**src/rtl/control_busqueda_if.sv**
```systemverilog
// Debug read port into the shared instruction memory.
// The requester holds dbg_req until it sees the dbg_ack pulse.
interface control_busqueda_if #(
    parameter int ADDR_W = 6,
    parameter int DATA_W = 32
);
    logic              dbg_req;
    logic [ADDR_W-1:0] dbg_addr;
    logic              dbg_ack;
    logic [DATA_W-1:0] dbg_data;

    modport master (
        output dbg_req,
        output dbg_addr,
        input  dbg_ack,
        input  dbg_data
    );

    modport slave (
        input  dbg_req,
        input  dbg_addr,
        output dbg_ack,
        output dbg_data
    );
endinterface

```
**src/rtl/control_busqueda.sv**
```systemverilog
// Instruction-fetch sequencer: PC, stall/branch/halt, debug reads while halted.
// Optional fetch breakpoint when FETCH_BREAKPOINT_EN is defined.
module control_busqueda #(
    parameter int              ADDR_W   = 6,
    parameter int              DATA_W   = 32,
    parameter logic [5:0]      HALT_OP  = 6'h3F,
    parameter logic [ADDR_W-1:0] RESET_PC = '0
) (
    input  logic              clk,
    input  logic              reset_n,
    input  logic              stall,
    input  logic              branch_take,
    input  logic [ADDR_W-1:0] branch_target,
    input  logic              halt_req,
    input  logic              resume,
    input  logic [DATA_W-1:0] instru,
    output logic [ADDR_W-1:0] direinstru,
    output logic [ADDR_W-1:0] pc_out,
    output logic              instru_valid,
    output logic              halted,
`ifdef FETCH_BREAKPOINT_EN
    input  logic              bp_en,
    input  logic [ADDR_W-1:0] bp_addr,
`endif
    control_busqueda_if.slave dbg
);

    localparam logic [1:0] RUN     = 2'd0;
    localparam logic [1:0] HALT    = 2'd1;
    localparam logic [1:0] DBG     = 2'd2;
    localparam logic [1:0] DBG_ACK = 2'd3;

    logic [1:0]        state;
    logic [ADDR_W-1:0] pc;
    logic              halt_op;
    logic              bp_hit;

    assign halt_op = (instru[DATA_W-1 -: 6] == HALT_OP);

`ifdef FETCH_BREAKPOINT_EN
    // Masked on the first RUN cycle after resume so a step can leave the bp.
    logic bp_mask;

    assign bp_hit = bp_en & (pc == bp_addr) & ~bp_mask;

    always_ff @(posedge clk or negedge reset_n) begin
        if (!reset_n) begin
            bp_mask <= 1'b0;
        end else if (state == RUN) begin
            bp_mask <= 1'b0;
        end else if (state == HALT && !dbg.dbg_req && resume) begin
            bp_mask <= 1'b1;
        end
    end
`else
    assign bp_hit = 1'b0;
`endif

    always_ff @(posedge clk or negedge reset_n) begin
        if (!reset_n) begin
            state        <= RUN;
            pc           <= RESET_PC;
            dbg.dbg_ack  <= 1'b0;
            dbg.dbg_data <= '0;
        end else begin
            dbg.dbg_ack <= 1'b0;
            unique case (state)
                RUN: begin
                    if (halt_req || bp_hit) begin
                        state <= HALT;
                    end else if (stall) begin
                        pc <= pc;
                    end else if (halt_op) begin
                        state <= HALT;
                    end else if (branch_take) begin
                        pc <= branch_target;
                    end else begin
                        pc <= pc + ADDR_W'(1);
                    end
                end
                HALT: begin
                    if (dbg.dbg_req) begin
                        state <= DBG;
                    end else if (resume) begin
                        state <= RUN;
                    end
                end
                DBG: begin
                    dbg.dbg_data <= instru;
                    dbg.dbg_ack  <= 1'b1;
                    state        <= DBG_ACK;
                end
                DBG_ACK: begin
                    state <= dbg.dbg_req ? DBG : HALT;
                end
                default: state <= RUN;
            endcase
        end
    end

    // dbg_addr only reaches the memory while a debug read is in flight.
    assign direinstru   = (state == DBG) ? dbg.dbg_addr : pc;
    assign pc_out       = pc;
    assign halted       = (state != RUN);
    assign instru_valid = (state == RUN) & ~stall & ~halt_req
                        & ~bp_hit & ~halt_op;

endmodule

```
**src/flat_wrapper.sv**
```systemverilog
// flat-port wrapper written by rule: the top's interface ports become plain ports
module control_busqueda_flat 
#(
    parameter int              ADDR_W   = 6,
    parameter int              DATA_W   = 32,
    parameter logic [5:0]      HALT_OP  = 6'h3F,
    parameter logic [ADDR_W-1:0] RESET_PC = '0
)
  (clk, reset_n, stall, branch_take, branch_target, halt_req, resume, instru, direinstru, pc_out, instru_valid, halted, dbg_dbg_req, dbg_dbg_addr, dbg_dbg_ack, dbg_dbg_data);
  control_busqueda_if #(.ADDR_W(ADDR_W), .DATA_W(DATA_W)) dbg_i ();
  input  logic clk;
  input  logic reset_n;
  input  logic stall;
  input  logic branch_take;
  input  logic [ADDR_W-1:0] branch_target;
  input  logic halt_req;
  input  logic resume;
  input  logic [DATA_W-1:0] instru;
  output logic [ADDR_W-1:0] direinstru;
  output logic [ADDR_W-1:0] pc_out;
  output logic instru_valid;
  output logic halted;
  input wire logic [$bits(dbg_i.dbg_req)-1:0] dbg_dbg_req;
  input wire logic [$bits(dbg_i.dbg_addr)-1:0] dbg_dbg_addr;
  output wire logic [$bits(dbg_i.dbg_ack)-1:0] dbg_dbg_ack;
  output wire logic [$bits(dbg_i.dbg_data)-1:0] dbg_dbg_data;
  assign dbg_i.dbg_req = dbg_dbg_req;
  assign dbg_i.dbg_addr = dbg_dbg_addr;
  assign dbg_dbg_ack = dbg_i.dbg_ack;
  assign dbg_dbg_data = dbg_i.dbg_data;
  control_busqueda #(.ADDR_W(ADDR_W), .DATA_W(DATA_W), .HALT_OP(HALT_OP), .RESET_PC(RESET_PC)) u_core (.clk(clk), .reset_n(reset_n), .stall(stall), .branch_take(branch_take), .branch_target(branch_target), .halt_req(halt_req), .resume(resume), .instru(instru), .direinstru(direinstru), .pc_out(pc_out), .instru_valid(instru_valid), .halted(halted), .dbg(dbg_i));
endmodule
```
**config.mk**
```make
export PLATFORM = sky130hd
export DESIGN_NAME = control_busqueda_flat
export DESIGN_NICKNAME = d
export VERILOG_FILES = /design/src/rtl/control_busqueda_if.sv /design/src/rtl/control_busqueda.sv /design/src/flat_wrapper.sv
export SDC_FILE = /design/constraint.sdc
export NUM_CORES = 1
export LEC_CHECK = 0
export ABC_AREA = 1
export BUFFER_PORTS_ARGS = -buffer_cell sky130_fd_sc_hd__buf_4
export CAP_MARGIN = 20
export CELL_PAD_IN_SITES_DETAIL_PLACEMENT = 1
export CELL_PAD_IN_SITES_GLOBAL_PLACEMENT = 1
export CORE_AREA = 3 3 70 89
export CTS_BUF_LIST = sky130_fd_sc_hd__clkbuf_4 sky130_fd_sc_hd__clkbuf_8
export CTS_CLUSTER_DIAMETER = 100
export DETAILED_ROUTE_END_ITERATION = 8
export DIE_AREA = 0 0 73 92
export GPL_TIMING_DRIVEN = 0
export PLACE_DENSITY_LB_ADDON = 0.1
export SLEW_MARGIN = 25
export SYNTH_ARGS = -nofsm -noshare
export SYNTH_HDL_FRONTEND = slang
export SYNTH_SLANG_ARGS = --single-unit
```
**constraint.sdc**
```tcl
create_clock -name clk -period 2.3 [get_ports clk]
set_clock_uncertainty 0.15 [all_clocks]
set_input_delay 0.115 -clock clk [delete_from_list [all_inputs] [get_ports clk]]
set_output_delay 0.115 -clock clk [all_outputs]
set_load 0.02 [all_outputs]
```
==> results.yml, run 1 <==
die:
  ioPinCount: 98
  die_area_sq_um: 6716
  die_y_um: 92
  die_w_um: 73
  coreArea_sq_um: 5443
  start_util_pct: 33.86
  core.rowCount: 30
global_route:
  grt_usage_pct: 18.59
  antenna_found_initial: 0
  grt_first_pass_wirelength_mm: 9.873
  grt_max_degree: 42
  overflow: 0
  grt_pass1_vias: 2135
routing:
  first_pass_iters: 4
  drc: 0
  vias: 2016
  drtIter0Drc: 82
  antenna_left: 0
  drt-wirelength-per-cell_um: 13.47
  via_per_inst: 4.561
  totalWireLength_mm: 5.952
yosys:
  synthMuxAreaShare_pct: 0.5431
  synth_compound_area_share_pct: 4.209
  synth_top_family_by_area: "simple AND/OR/NAND/NOR gates"
  yosys.area_share.simple_pct: 33.33
  synth_top_area_share_pct: 55.67
  yosys.area_share.xor_xnor_pct: 0
  synth_top_area_cell: "dfrtp_1"
  synth_fa_ha_area_share_pct: 0.6789
  syn_nets: 285
  synth_area_per_cell_sq_um: 7.910
  ys_warn_count: 0
  syn_inst: 233
  synth-seq-area-share_pct: 55.67
  syn_area_sq_um: 1843
  synth_area_leaders: "dfrtp_1, nand2_1, nand3_1"
  synth-seq-cells: 41
  synth_cell_types: 20
critical_path:
  required_ns: 2.04
  crit_arrival_ns: 1.54
  r2r_slack_ns: 0.80
  r2r_cells: 6
  crit_path_start_kind: "flip-flop"
  r2r-end: "u_core.pc_out[2]"
  crit_path_max_fanout: 10
  end_kind: "output pin"
  worst-setup-path-type: "flip-flop to output pin"
  timing.rr.start: "u_core.pc_out[0]"
placement:
  hpwl_mm: 3.967
  finalWeightedCongestion: 0.7008
  io_buffers: 97
  place_ws_ns: 0.7924
clocking:
  cts_buffers: 5
  post-cts-setup-buffers: 0
  root_buffer: "clkbuf_8"
  clk_pin_slew_ns: 0.08
  cts_num_sinks: 41
  cts_tree: "built"
  cts.htree.levels: 2
  clock_path_buffers: 2
  clk_latency_ns: 0.30
sta:
  drv_slew: 0
  max_freq_ghz: 0.5550
  maxSlewHeadroom_pct: 63.78
  hold_viol: 0
  setup_viol: 0
  worst_pin_slew_ns: 0.5432
  period_share_pct: 78.34
  setup_ws_ns: 0.4982
  tns_ns: 0
  grt_setup_unrepaired: "no"
  finalCriticalPeriod_ns: 1.802
cells_and_area:
  drive_above_1_share_pct: 32.01
  syn2layout_area_growth_pct: 70.81
  fillCellCount: 672
  antenna_cells: 0
  finalNetCount: 429
hold_path:
  min_to: "u_core.state[0]"
  hp-start: "halt_req"
  hold_path_class: "input pin to flip-flop"
  hold_depth: 5
pwr:
  ir_drop_mv: 0.4770
  p_per_area_nw_per_um2: 1270
  cellLeakagePower_nw: 1.751
run_status:
  status: "complete, no violations"
flow_run:
  maxCapViolCount: 0
-- state kept, by name, indices dropped and copies added, names as in the netlist, named ones only --
signal / cells
u_core.dbg.dbg_ack: 1
u_core.dbg.dbg_data: 32
u_core.state: 1
u_core.pc_out: 6
-- Yosys cell counts --
cell type  instances
nand2_1          132
o21bai_1           1
inv_2              4
o21ai_1            1
a21oi_1            2
inv_1             12
dfrtp_1           41
nor2_8             1
mux2i_1            1
nand2_4            1
buf_2              4
a31oi_1            1
buf_4              3
nor2_1             8
or2_2              1
nor2_2             1
nand3_1            9
o21ai_0            8
o21ai_2            1
ha_1               1
-- layout by cell type (no fill, tap or decap) --
master	Yosys	layout
a21oi_1	2	2
a31oi_1	1	1
buf_2	4	4
buf_4	3	100
clkbuf_8	0	6
clkinv_2	0	1
clkinv_4	0	1
dfrtp_1	41	41
dlygate4sd3_1	0	40
ha_1	1	1
inv_1	12	12
inv_2	4	4
mux2i_1	1	1
nand2_1	132	132
nand2_4	1	1
nand3_1	9	9
nor2_1	8	8
nor2_2	1	1
nor2_8	1	1
o21ai_0	8	8
o21ai_1	1	1
o21ai_2	1	1
o21bai_1	1	1
or2_2	1	1
-- routing by layer --
| metal | global-route usage (%) | wire [um] | part of all wire [%] |
|---|---|---|---|
| met2 | 33.28 | 3085 | 52 |
| met4 | 6.000 | 93 | 1.6 |
| met1 | 21.17 | 2420 | 41 |
| met5 | 0 | 0 | 0 |
| met3 | 4.276 | 353 | 5.9 |
-- critical path, cell delays in order (launching register included) --
cell and delay (ns):
dfrtp_1 0.46, nor2_8 0.21, buf_2 0.26, nand2_1 0.07, o21ai_0 0.08, buf_4 0.16
-- cell families (layout without fill, tap and decap cells) --
family,Yosys count,count (layout)
muxes,1,1
DFF,41,41
and+or+nand+nor,153,153
buffers and inverters,23,168
AOI/OAI and AO/OA,14,14
adders and majority gates,1,1
-- repair_timing --
| action | in CTS | in global routing |
|---|---|---|
| hold buffers | 40 | 0 |
| endpoints found under the hold margin | 80 | 0 |
| gates resized for setup | 0 | 0 |
-- how the worst max path moves through the flow --
| stage | start | end | slack, ns | cells past startpoint |
|---|---|---|---|---|
| global route | u_core.state[0] | direinstru[0] | 0.38 | 5 |
| global placement | u_core.state[0] | direinstru[0] | 0.80 | 5 |
| finish | u_core.state[0] | direinstru[0] | 0.50 | 5 |
| detailed placement | u_core.state[0] | direinstru[0] | 0.79 | 5 |
| floorplan | u_core.pc_out[0] | u_core.pc_out[2] | 0.81 | 6 |
| CTS | u_core.state[0] | direinstru[0] | 0.45 | 5 |
-- power breakdown --
group          switching (mW)  internal, mW  total, mW
sequential              0.251          1.07       1.32
clock                   0.264         0.243      0.507
combinational            1.26         0.901       2.17
-- layout make-up --
cell class,instances,area [sq um],share of cell area [%]
sequential,41,1026,32.59
clock inverter,2,13.76,0.4372
clock buffer,6,82.58,2.623
buffer,7,42.54,1.351
tap,64,80.08,2.544
timing repair buffer,137,1129,35.85
multi-input combinational,169,714.4,22.69
inverter,16,60.06,1.908
-- stage by stage --
stage,std cells,utilization [%],instance area [sq um],hold WS [ns],power [mW]
final,442,57.84,3148,0.008975,3.997
after global routing,442,57.84,3148,0.02835,4.319
after CTS,442,57.84,3148,0.002482,4.036
after detailed placement,394,48.71,2651,-0.007809,3.462
after global placement,394,48.71,2651,-0.007133,3.405
after floorplan,233,-,1843,-0.3306,2.497
No activity file was read; power rests on OpenSTA's default activity.
==> run 2, diff against run 1 <==
--- a/config.mk
+++ b/config.mk
@@ -10,11 +10,11 @@
 export CAP_MARGIN = 20
 export CELL_PAD_IN_SITES_DETAIL_PLACEMENT = 1
 export CELL_PAD_IN_SITES_GLOBAL_PLACEMENT = 1
-export CORE_AREA = 3 3 70 89
+export CORE_AREA = 3 3 72 91
 export CTS_BUF_LIST = sky130_fd_sc_hd__clkbuf_4 sky130_fd_sc_hd__clkbuf_8
 export CTS_CLUSTER_DIAMETER = 100
 export DETAILED_ROUTE_END_ITERATION = 8
-export DIE_AREA = 0 0 73 92
+export DIE_AREA = 0 0 75 94
 export GPL_TIMING_DRIVEN = 0
 export PLACE_DENSITY_LB_ADDON = 0.1
 export SLEW_MARGIN = 25
==> constraint.sdc (replaced) <==
create_clock -name clk -period 1.7 [get_ports clk]
set_clock_uncertainty 0.15 [all_clocks]
set_input_delay 0.085 -clock clk [delete_from_list [all_inputs] [get_ports clk]]
set_output_delay 0.085 -clock clk [all_outputs]
set_load 0.02 [all_outputs]
==> results.yml, run 2 (same netlist as run 1, synthesis figures left out) <==
clocking:
  cts.htree.levels: 2
  clock_path_buffers: 2
  clk_pin_slew_ns: 0.08
  cts_num_sinks: 41
  cts_buffers: 5
  cts_tree: "built"
  clk_latency_ns: 0.29
  root_buffer: "clkbuf_8"
pwr:
  p_int_mw: 3.281
  power_frac_comb_pct: 53.8
  p_total_mw: 5.680
  power_frac_clock_pct: 14.6
  seqPwrFrac_pct: 31.6
  ir_drop_mv: 0.7407
  cellLeakagePower_nw: 1.815
  p_sw_share_pct: 42.24
  p_switching_mw: 2.399
  p_per_area_nw_per_um2: 1716
critical_path:
  required_ns: 1.46
  cp.depth: 6
  crit_arrival_ns: 1.40
  path_delay_family: "flip-flops"
  r2r_cells: 6
  cp_slowest_cell: "dfrtp_2"
  cp-endpoint: "direinstru[1]"
  crit_path_max_fanout: 10
  worst-setup-path-type: "flip-flop to output pin"
  crit_path_start_kind: "flip-flop"
  slowest_delay_ns: 0.47
  end_kind: "output pin"
  cpMostUsedCell: "nand2_1"
  r2r_slack_ns: 0.22
  crit_buf_inv: 3
  timing.rr.start: "u_core.pc_out[0]"
  crit_path_start: "u_core.state[0]"
  crit_chain: "nor2_8 -> inv_4 -> buf_6 -> nand2_1 -> nand2_1 -> buf_4"
  r2r-end: "u_core.pc_out[2]"
routing:
  drc: 0
  vias: 2029
  first_pass_iters: 4
  via_per_inst: 4.450
  totalWireLength_mm: 5.926
  antenna_left: 0
  drt-wirelength-per-cell_um: 13.00
  drtIter0Drc: 55
placement:
  io_buffers: 97
  finalWeightedCongestion: 0.7056
  dpl_cell_area_sq_um: 2654
  hpwl_mm: 3.973
  place_ws_ns: 0.2165
flow_run:
  maxCapViolCount: 0
global_route:
  grt_pass1_vias: 2114
  grt_max_degree: 42
  overflow: 0
  antenna_found_initial: 0
  grt_first_pass_wirelength_mm: 9.756
  grt_usage_pct: 17.65
cells_and_area:
  finalNetCount: 441
  regMostFlops: "u_core.dbg.dbg_data"
  final_cell_mix: "nand2_1, buf_4, dlygate4sd3_1, dfrtp_1, inv_1"
  largest_reg_flops: 32
  final_area_sq_um: 3309
  antenna_cells: 0
  syn2layout_area_growth_pct: 79.57
  drive_above_1_share_pct: 33.08
  final_common_cell: "nand2_1"
die:
  die_y_um: 94
  die_w_um: 75
  start_util_pct: 31.89
  core.rowCount: 31
  ioPinCount: 98
  die_area_sq_um: 7050
  coreArea_sq_um: 5779
sta:
  finalCriticalPeriod_ns: 1.631
  grt_setup_unrepaired: "yes"
  max_freq_ghz: 0.6132
  setup_viol: 0
  setup_ws_ns: 0.06928
  hold_viol: 0
  drv_slew: 0
  period_share_pct: 95.92
  maxSlewHeadroom_pct: 63.90
  worst_pin_slew_ns: 0.5415
run_status:
  status: "complete, no violations"
hold_path:
  hold_path_class: "input pin to async pin"
## run 2: repair_timing
item                                    CTS  global route
pin swaps                                 1             2
hold buffers                             46             0
endpoints found under the hold margin    81             0
buffers inserted                          2             4
gates cloned                              0             0
endpoints found under the setup margin    6             6
resized for setup                         2            11
## run 2: metrics by stage
stage                     setup TNS (ns)  hold slack, ns  util (%)  cells
final                                  0          0.1747     57.26    456
after CTS                              0          0.1860     56.33    452
after global placement                 0        -0.03931     45.92    396
after floorplan                        0         -0.3606         -    233
after detailed placement               0        -0.04072     45.92    396
after global routing            -0.03181          0.2308     57.26    456
## run 2: layout make-up
cell class | count | area (sq um)
timing repair buffer | 149 | 1237
buffer | 7 | 58.81
clock buffer | 7 | 90.09
sequential | 41 | 1028
multi-input combinational | 169 | 719.4
tap | 66 | 82.58
fill | 716 | 2470
clock inverter | 1 | 30.03
inverter | 16 | 62.56
## run 2: routing by layer
metal	vias to the layer above	GRT usage, %	wire length (um)
met5	-	0	0
met4	0	5.341	58
met3	5	2.891	331
met2	55	32.34	3248
met1	949	20.30	2288
li1	1020	-	-
## run 2: how the worst min path moves through the flow
stage | from | slack, ns | endpoint | cells after the start
after global placement | reset_n | -0.04 | u_core.dbg.dbg_data[24] | 1
after CTS | reset_n | 0.19 | u_core.dbg.dbg_data[27] | 2
after global routing | reset_n | 0.23 | u_core.dbg.dbg_data[24] | 2
after floorplan | reset_n | -0.36 | async pin | 0
after detailed placement | reset_n | -0.04 | u_core.dbg.dbg_data[26] | 1
final | reset_n | 0.17 | u_core.dbg.dbg_data[25] | 2
## run 2: power groups by stage
stage,sequential (mW),combinational [mW],clock (mW)
3_3_place_gp,1.78,2.83,0
2_1_floorplan,2.32,1.06,0
6_report,1.79,3.06,0.828
5_1_grt,1.87,3.37,0.896
3_5_place_dp,1.80,2.88,0
4_1_cts,1.78,3.01,0.860
